<file path="src/rtl/rom_dump_sequencer.sv">
// Automatic ROM dump sequencer: rewinds the reader to address 0, then streams every {address, data} word.
// Optional ROM_DUMP_CHECKSUM_EN builds a 16-bit running sum of streamed words.
module rom_dump_sequencer #(
  parameter int DATA_WIDTH    = 8,
  parameter int ADDRESS_WIDTH = 9,
  parameter int PULSE_CYCLES  = 2,
  parameter int GAP_CYCLES    = 2,
  parameter int SETTLE_CYCLES = 8
) (
  input  logic                     clk,
  input  logic                     reset_n,
  input  logic                     start,
  input  logic                     abort,
  input  logic [ADDRESS_WIDTH-1:0] reader_address,
  input  logic [DATA_WIDTH-1:0]    reader_data,
  output logic                     inc_strobe,
  output logic                     dec_strobe,
  output logic                     out_valid,
  input  logic                     out_ready,
  output logic [ADDRESS_WIDTH-1:0] out_addr,
  output logic [DATA_WIDTH-1:0]    out_data,
  output logic                     busy,
  output logic                     done,
  output logic                     error,
  output logic [15:0]              checksum
);
  localparam logic [ADDRESS_WIDTH:0] DEPTH = {1'b1, {ADDRESS_WIDTH{1'b0}}};
  localparam logic [ADDRESS_WIDTH:0] LAST  = {1'b0, {ADDRESS_WIDTH{1'b1}}};
  localparam logic [15:0] PULSE_LAST  = 16'(PULSE_CYCLES - 1);
  localparam logic [15:0] GAP_LAST    = 16'(GAP_CYCLES - 1);
  localparam logic [15:0] SETTLE_LAST = 16'(SETTLE_CYCLES - 1);

  typedef enum logic [3:0] {
    IDLE, REW_PULSE, REW_GAP, SETTLE, CAPTURE, SEND, STEP_PULSE, STEP_GAP, DONE_ST
  } state_t;

  state_t                 state;
  logic [15:0]            cnt;
  logic [ADDRESS_WIDTH:0] idx;
  logic [ADDRESS_WIDTH:0] rew_cnt;

  always_ff @(posedge clk) begin
    if (!reset_n) begin
      state      <= IDLE;
      cnt        <= '0;
      idx        <= '0;
      rew_cnt    <= '0;
      inc_strobe <= 1'b0;
      dec_strobe <= 1'b0;
      out_valid  <= 1'b0;
      out_addr   <= '0;
      out_data   <= '0;
      busy       <= 1'b0;
      done       <= 1'b0;
      error      <= 1'b0;
    end else if (abort) begin
      // Pending word is dropped; error is left as it was.
      state      <= IDLE;
      inc_strobe <= 1'b0;
      dec_strobe <= 1'b0;
      out_valid  <= 1'b0;
      busy       <= 1'b0;
      done       <= 1'b0;
    end else begin
      done <= 1'b0;
      case (state)
        IDLE: if (start) begin
          error   <= 1'b0;
          idx     <= '0;
          rew_cnt <= '0;
          cnt     <= '0;
          busy    <= 1'b1;
          if (reader_address == '0) state <= SETTLE;
          else begin
            state      <= REW_PULSE;
            dec_strobe <= 1'b1;
          end
        end
        REW_PULSE: if (cnt == PULSE_LAST) begin
          cnt        <= '0;
          dec_strobe <= 1'b0;
          rew_cnt    <= rew_cnt + 1'b1;
          state      <= REW_GAP;
        end else cnt <= cnt + 1'b1;
        REW_GAP: if (cnt == GAP_LAST) begin
          cnt <= '0;
          if (reader_address == '0) state <= SETTLE;
          else if (rew_cnt < DEPTH) begin
            state      <= REW_PULSE;
            dec_strobe <= 1'b1;
          end else begin
            error <= 1'b1;
            busy  <= 1'b0;
            state <= IDLE;
          end
        end else cnt <= cnt + 1'b1;
        SETTLE: if (cnt == SETTLE_LAST) begin
          cnt   <= '0;
          state <= CAPTURE;
        end else cnt <= cnt + 1'b1;
        CAPTURE: begin
          out_data  <= reader_data;
          out_addr  <= reader_address;
          out_valid <= 1'b1;
          state     <= SEND;
        end
        SEND: if (out_ready) begin
          out_valid <= 1'b0;
          if (idx == LAST) begin
            done  <= 1'b1;
            state <= DONE_ST;
          end else begin
            idx        <= idx + 1'b1;
            inc_strobe <= 1'b1;
            state      <= STEP_PULSE;
          end
        end
        STEP_PULSE: if (cnt == PULSE_LAST) begin
          cnt        <= '0;
          inc_strobe <= 1'b0;
          state      <= STEP_GAP;
        end else cnt <= cnt + 1'b1;
        STEP_GAP: if (cnt == GAP_LAST) begin
          cnt   <= '0;
          state <= SETTLE;
        end else cnt <= cnt + 1'b1;
        DONE_ST: begin
          busy  <= 1'b0;
          state <= IDLE;
        end
        default: state <= IDLE;
      endcase
    end
  end

`ifdef ROM_DUMP_CHECKSUM_EN
  logic [15:0] csum;
  always_ff @(posedge clk) begin
    if (!reset_n) csum <= '0;
    else if (!abort && state == IDLE && start) csum <= '0;
    else if (out_valid && out_ready) csum <= csum + 16'(out_data);
  end
  assign checksum = csum;
`else
  assign checksum = '0;
`endif
endmodule
</file>
<file path="config.mk">
export PLATFORM = sky130hd
export DESIGN_NAME = rom_dump_sequencer
export DESIGN_NICKNAME = d
export VERILOG_FILES = /design/src/rtl/rom_dump_sequencer.sv
export SDC_FILE = /design/constraint.sdc
export NUM_CORES = 1
export LEC_CHECK = 0
export BUFFER_PORTS_ARGS = -buffer_cell sky130_fd_sc_hd__buf_2
export CORE_MARGIN = 3
export CORE_UTILIZATION = 40
export CTS_BUF_LIST = sky130_fd_sc_hd__clkbuf_8
export DETAILED_ROUTE_END_ITERATION = 16
export PLACE_DENSITY = 0.62
export SYNTH_ARGS = -nofsm -noshare
export SYNTH_HDL_FRONTEND = slang
export SYNTH_SLANG_ARGS = --single-unit
export TNS_END_PERCENT = 5
</file>
<file path="constraint.sdc">
create_clock -name clk -period 2.1 [get_ports clk]
set_clock_uncertainty 0.2 [all_clocks]
set_input_delay 0.105 -clock clk [delete_from_list [all_inputs] [get_ports clk]]
set_output_delay 0.105 -clock clk [all_outputs]
set_load 0.005 [all_outputs]
</file>
# Yosys cells after proc, flatten, opt, wreduce, memory -nomap -nowiden
# Index checks and enable logic that the tools add are counted.
word_totals:
  inputBits: 22
  ff_bits: 63
  output_inout_bits: 39
  word_cells: 111
classes:
  add_sub_neg: 3
  reduce_logical: 23
  magnitude_cmp: 1
  eq_ne: 23
  n_mux: 45
  bitwise: 4
op_table:
  columns: ["operator", "n"]
  rows:
  - ["$mux W16", 3]
  - ["$pmux W16 S3", 1]
  - ["$mux W10", 4]
  - ["$pmux W10 S2", 2]
  - ["$mux W4", 8]
  - ["$pmux W4 S8", 1]
  - ["$ne A2 B2 Y1 const B", 12]
  - ["$add A10 B1 Y10 const B", 2]
  - ["$mux W1", 19]
  - ["$add A16 B1 Y16 const B", 1]
  - ["$eq A16 B1 Y1 const B", 1]
  - ["$eq A16 B3 Y1 const B", 1]
  - ["$eq A4 B3 Y1 const B", 4]
  - ["$reduce_and A7 Y1", 2]
  - ["$eq A10 B9 Y1 const B", 1]
  - ["$lt A10 B10 Y1 const B", 1]
  - ["$reduce_and A5 Y1", 2]
  - ["$reduce_bool A2 Y1", 5]
  - ["$logic_not A9 Y1", 1]
  - ["$reduce_bool A3 Y1", 3]
  - ["$eq A4 B2 Y1 const B", 2]
  - ["$reduce_and A4 Y1", 2]
  - ["$reduce_or A4 Y1", 2]
  - ["$pmux W1 S2", 3]
  - ["10 further kinds", 16]

# Depth between registers and ports, before layout
logic_depth:
  ltp_word: 5
  ltp_mapped: 9
  mapped_depth_nobuf: 7

# Least setup slack after synthesis
# OpenSTA, ideal clock, no wires.
synth_path:
  path_type: "flip-flop to flip-flop"
  startpoint: "register cnt[1]"
  endpoint: "register state[1]"
  n_path_buf: 1
  arrival_ns: 1.786
  t_required_ns: 1.814
  setup_ns: 0.086
  path_slack_ns: 0.028
  period_less_slack_ns: 2.072
  stages_incl_launch_ff: 9
  path_cell_list: "dfxtp_1 > inv_1 > ha_1 > nor4b_2 > and4_1 > buf_4 > or3_4 > and3_4 > a211oi_1"
synth_between:
  elab_chain_cells: 3
  word_cells_on_any_way: 8
  cone_classes: "7 x eq/ne; 1 x reduce/logical"
synth_rtl:
  columns: ["element", "line_no", "source"]
  rows:
  - ["from (decl)", "38", "logic [15:0] cnt;"]
  - ["from (signal assigned)", "84", "end else cnt <= cnt + 1'b1;"]
  - ["from (signal assigned)", "96", "end else cnt <= cnt + 1'b1;"]
  - ["from (signal assigned)", "100", "end else cnt <= cnt + 1'b1;"]
  - ["$eq A16 B3 Y1 / $eq A16 B1 Y1 (equally long branches)", null, null]
  - ["$ne A2 B2 Y1 (no source line)", null, null]
  - ["$reduce_and A7 Y1 (no source line) *", null, null]
  - ["to (signal assigned)", "94", "state <= IDLE;"]
  - ["to (signal assigned)", "99", "state <= CAPTURE;"]
  - ["to (signal assigned)", "105", "state <= SEND;"]
  - ["to (decl)", "37", "state_t state;"]
# Mark *: on every way between the ends. The rest lies on a longest branch, timed or not.
# A chain may end at the register's enable or synchronous reset.

# Worst setup path after layout
# Ends and elaborated chain as after synthesis.

==> results.tsv <==
metric	value	unit
layout.nets	523	
worst_ep_required_time	2.15	ns
die_area	9870	µm²
cts.reportedPaths.clkPinSlew	0.08	ns
tritoncts_buffer_count	9	
min-delay-path-class	in -> reg	
yosysWarnings	0	
met2_usage_in_global_routing	29.3	%
internal-power	2.05	mW
grt_pass1_wl	14400	µm
syn_inst	412	
rsz0062_at_grt	yes	
synthesis.area_per_instance	8.46	µm²
timing.final.max_slew_violations	0	
global_route.peak_usage_layer	met2	
n_fill_cell	793	
clkPwrFrac	36.2	%
groute.layer.met1.usage	23.3	%
slew_at_the_pin_with_the_worst_max_slew_slack	0.564	ns
dp_hpwl	6010	µm
drt_iter0_drc	124	
crit_end_element	flip-flop	
drt_pre_antenna_iters	4	
route.detailed.drc	0	
layout-area-overhead-vs-synth	25.7	%
cp_data_arrival_time	2.11	ns
dp_worst_setup_slack	-0.00856	ns
clkLatencyLatePin	0.34	ns
sw_frac_of_total	30.1	%
path_class	reg -> reg	
worst_hold_slack	0.0177	ns
run_status	complete, no violations	
pwr-share-comb	20.9	%
initial_antenna_violation_count	0	
startpoint_type	flip-flop	
ys_async_sr_fraction	0	%
portBuffers	44	
floorplan.core_area	8340	µm²
post_cts_buffers	0	
die_width	99.4	µm
cts-root-to-sink-buffers	2	
fin_crit_sh	97.9	%
global_route.overflow_total	0	
synth_top_flop_cell	sky130_fd_sc_hd__dfxtp_1	
netSwitchingPower	0.885	mW
yosys_reg_bits	63	
synth-seq-area-share	36.2	%
yosys_cell_types	69	
tritoncts_num_sinks	63	
top_level_ports	61	
cts_tree	built	
post_route_cells_drive_above_1_share	25.5	%
num_antenna_cells	0	
leakage	1.65	nW
synth-edff-count	0	
drv_cap	0	
die_y	99.4	µm
grt_pass1_vias	3060	
gp_congestion	0.821	
routed_antenna_nets	0	
pin_count_of_the_biggest_net_entering_global_routing	18	
finalSetupViolCount	0	
setup_total_negative_slack	0	ns
globalRouteTotalUtil	17.7	%
share_seq_of_total_power	43.0	%
row_count	33	
worst_ir_drop_vdd	532	µV
power_density_over_the_cells	670	nW/µm²
layout_min_cycle_time	2.06	ns
cts.root.buffer_cell	sky130_fd_sc_hd__clkbuf_8	
path_max_fanout	4	
htree_levels	3	
initial_utilization	41.8	%
drt_wl_total	8580	µm
final_hold_violation_count	0	
wl_per_cell	14.1	µm
syn_area	3490	µm²
worst_slew_margin_rel	62.3	%
final_core_util	52.6	%
via_per_inst	5.27	
fmax	486	MHz
routed-via-count	3201	
grt_use_met3	3.44	%
final_critical_path_setup_slack	0.0444	ns
-- cell type report --
cell class              count  area, µm²  area share (%)
clock buffers               9        124            2.83
multi-input cells         321       2090            47.8
flip-flops and latches     63       1260            28.9
well taps                 105        131            3.00
repair buffers             93        658            15.0
clock inverters             7       72.6            1.66
inverters                   9       37.5           0.856
-- worst max-delay path, stage by stage (launching register included) --
cell and delay (ns):
sky130_fd_sc_hd__dfxtp_1 0.33, sky130_fd_sc_hd__inv_1 0.04, sky130_fd_sc_hd__ha_1 0.18, sky130_fd_sc_hd__nor4b_4 0.14
sky130_fd_sc_hd__and4_2 0.28, sky130_fd_sc_hd__or3_4 0.40, sky130_fd_sc_hd__and3_4 0.20, sky130_fd_sc_hd__a211oi_2 0.21
-- layout by cell type (no fill, tap or decap), types with 4 or more instances in the layout --
master,count
sky130_fd_sc_hd__nor2_1,50
sky130_fd_sc_hd__conb_1,16
sky130_fd_sc_hd__nand2b_1,5
sky130_fd_sc_hd__ha_1,4
sky130_fd_sc_hd__nor4_1,4
sky130_fd_sc_hd__nand3_1,13
sky130_fd_sc_hd__nor2b_1,5
sky130_fd_sc_hd__nand4_1,7
sky130_fd_sc_hd__dlygate4sd3_1,20
sky130_fd_sc_hd__dfxtp_1,60
sky130_fd_sc_hd__and2_1,4
sky130_fd_sc_hd__a21oi_1,10
sky130_fd_sc_hd__o21ai_0,12
sky130_fd_sc_hd__nor3_1,5
sky130_fd_sc_hd__clkbuf_8,9
sky130_fd_sc_hd__inv_1,8
sky130_fd_sc_hd__buf_4,26
sky130_fd_sc_hd__a31oi_1,5
sky130_fd_sc_hd__nor3_2,5
sky130_fd_sc_hd__xor2_1,10
sky130_fd_sc_hd__o211ai_1,6
sky130_fd_sc_hd__o22ai_1,4
sky130_fd_sc_hd__buf_2,44
sky130_fd_sc_hd__nand2_1,59
sky130_fd_sc_hd__a21boi_0,19
sky130_fd_sc_hd__xnor2_1,12
-- final timing paths --
check / slack (ns) / cells after the start / start / end
max: 0.04 / 7 / cnt[1]$_SDFFE_PN0P_ / state[1]$_SDFFE_PP0P_
min: 0.02 / 4 / abort / error$_SDFFE_PN0P_
max reg2reg: 0.04 / 7 / cnt[1]$_SDFFE_PN0P_ / state[1]$_SDFFE_PP0P_
min reg2reg: 0.26 / 2 / out_addr[0]$_SDFFE_PN0P_ / out_addr[0]$_SDFFE_PN0P_
-- sequential cells by signal, indices dropped and copies added, names as in the netlist --
signal,cells
done,1
dec_strobe,1
idx,10
busy,1
error,1
out_valid,1
rew_cnt,10
out_addr,9
out_data,8
cnt,16
inc_strobe,1
state,4
-- power groups by stage --
stage | combinational [mW] | sequential, mW | clock, mW
after floorplan | 0.391 | 1.28 | 0
after global placement | 0.542 | 1.28 | 0
after detailed placement | 0.547 | 1.28 | 0
after CTS | 0.583 | 1.26 | 1.09
after global routing | 0.677 | 1.27 | 1.15
final | 0.613 | 1.26 | 1.06
-- layer usage --
layer	vias up	part of all wire, %
li1	1600	-
met1	1515	47
met2	76	47
met3	10	4.2
met4	0	1.3
met5	-	0
-- kinds of logic (layout without fill, tap and decap cells) --
kind of cell | Yosys count | in the layout | synth area share [%]
multiplexers | 3 | 3 | 0.861
other | 1 | 16 | 0.108
AND/OR/NAND/NOR | 186 | 186 | 28.0
AO/OA/AOI/OAI | 90 | 90 | 20.3
flip-flops | 63 | 63 | 36.2
adder cells (fa/ha/maj) | 4 | 4 | 1.44
XOR/XNOR | 22 | 22 | 5.53
buffers and inverters | 43 | 118 | 7.57
-- synth_stat cells (all sizes together) (4+ instances only) --
master    n  share of area [%]
a21boi   20                4.3
a21oi    12                1.8
a31oi     5               0.90
and2      4               0.72
and3      4               0.86
and4      4                1.0
buf      28                6.0
clkbuf    6               0.65
dfxtp    63                 36
ha        4                1.4
inv       8               0.86
nand2    59                6.4
nand2b    5               0.90
nand3    13                1.9
nand4     8                1.6
nor2     50                5.4
nor2b     5               0.90
nor3     10                1.9
nor4      6                1.9
o2111ai   4                1.0
o211ai    6                1.3
o21ai    14                2.1
o22ai     4               0.72
o31ai     4                1.3
or3       4                1.0
xnor2    12                3.0
xor2     10                2.5
-- through the flow --
stage               std cells  total power, mW  area [µm²]
finish                    607             2.93        4380
global route              607             3.09        4380
CTS                       607             2.93        4300
detailed placement        571             1.83        3890
global placement          571             1.82        3890
floorplan                 427             1.67        3540
-- what timing repair did --
item / CTS / global route
gates cloned: 0 / 0
endpoints found under the hold margin: 25 / 0
hold buffers: 20 / 0
resized for setup: 1 / 20
endpoints found under the setup margin: 4 / 37
pin swaps: 2 / 7
(Power assumes the default switching activity.)
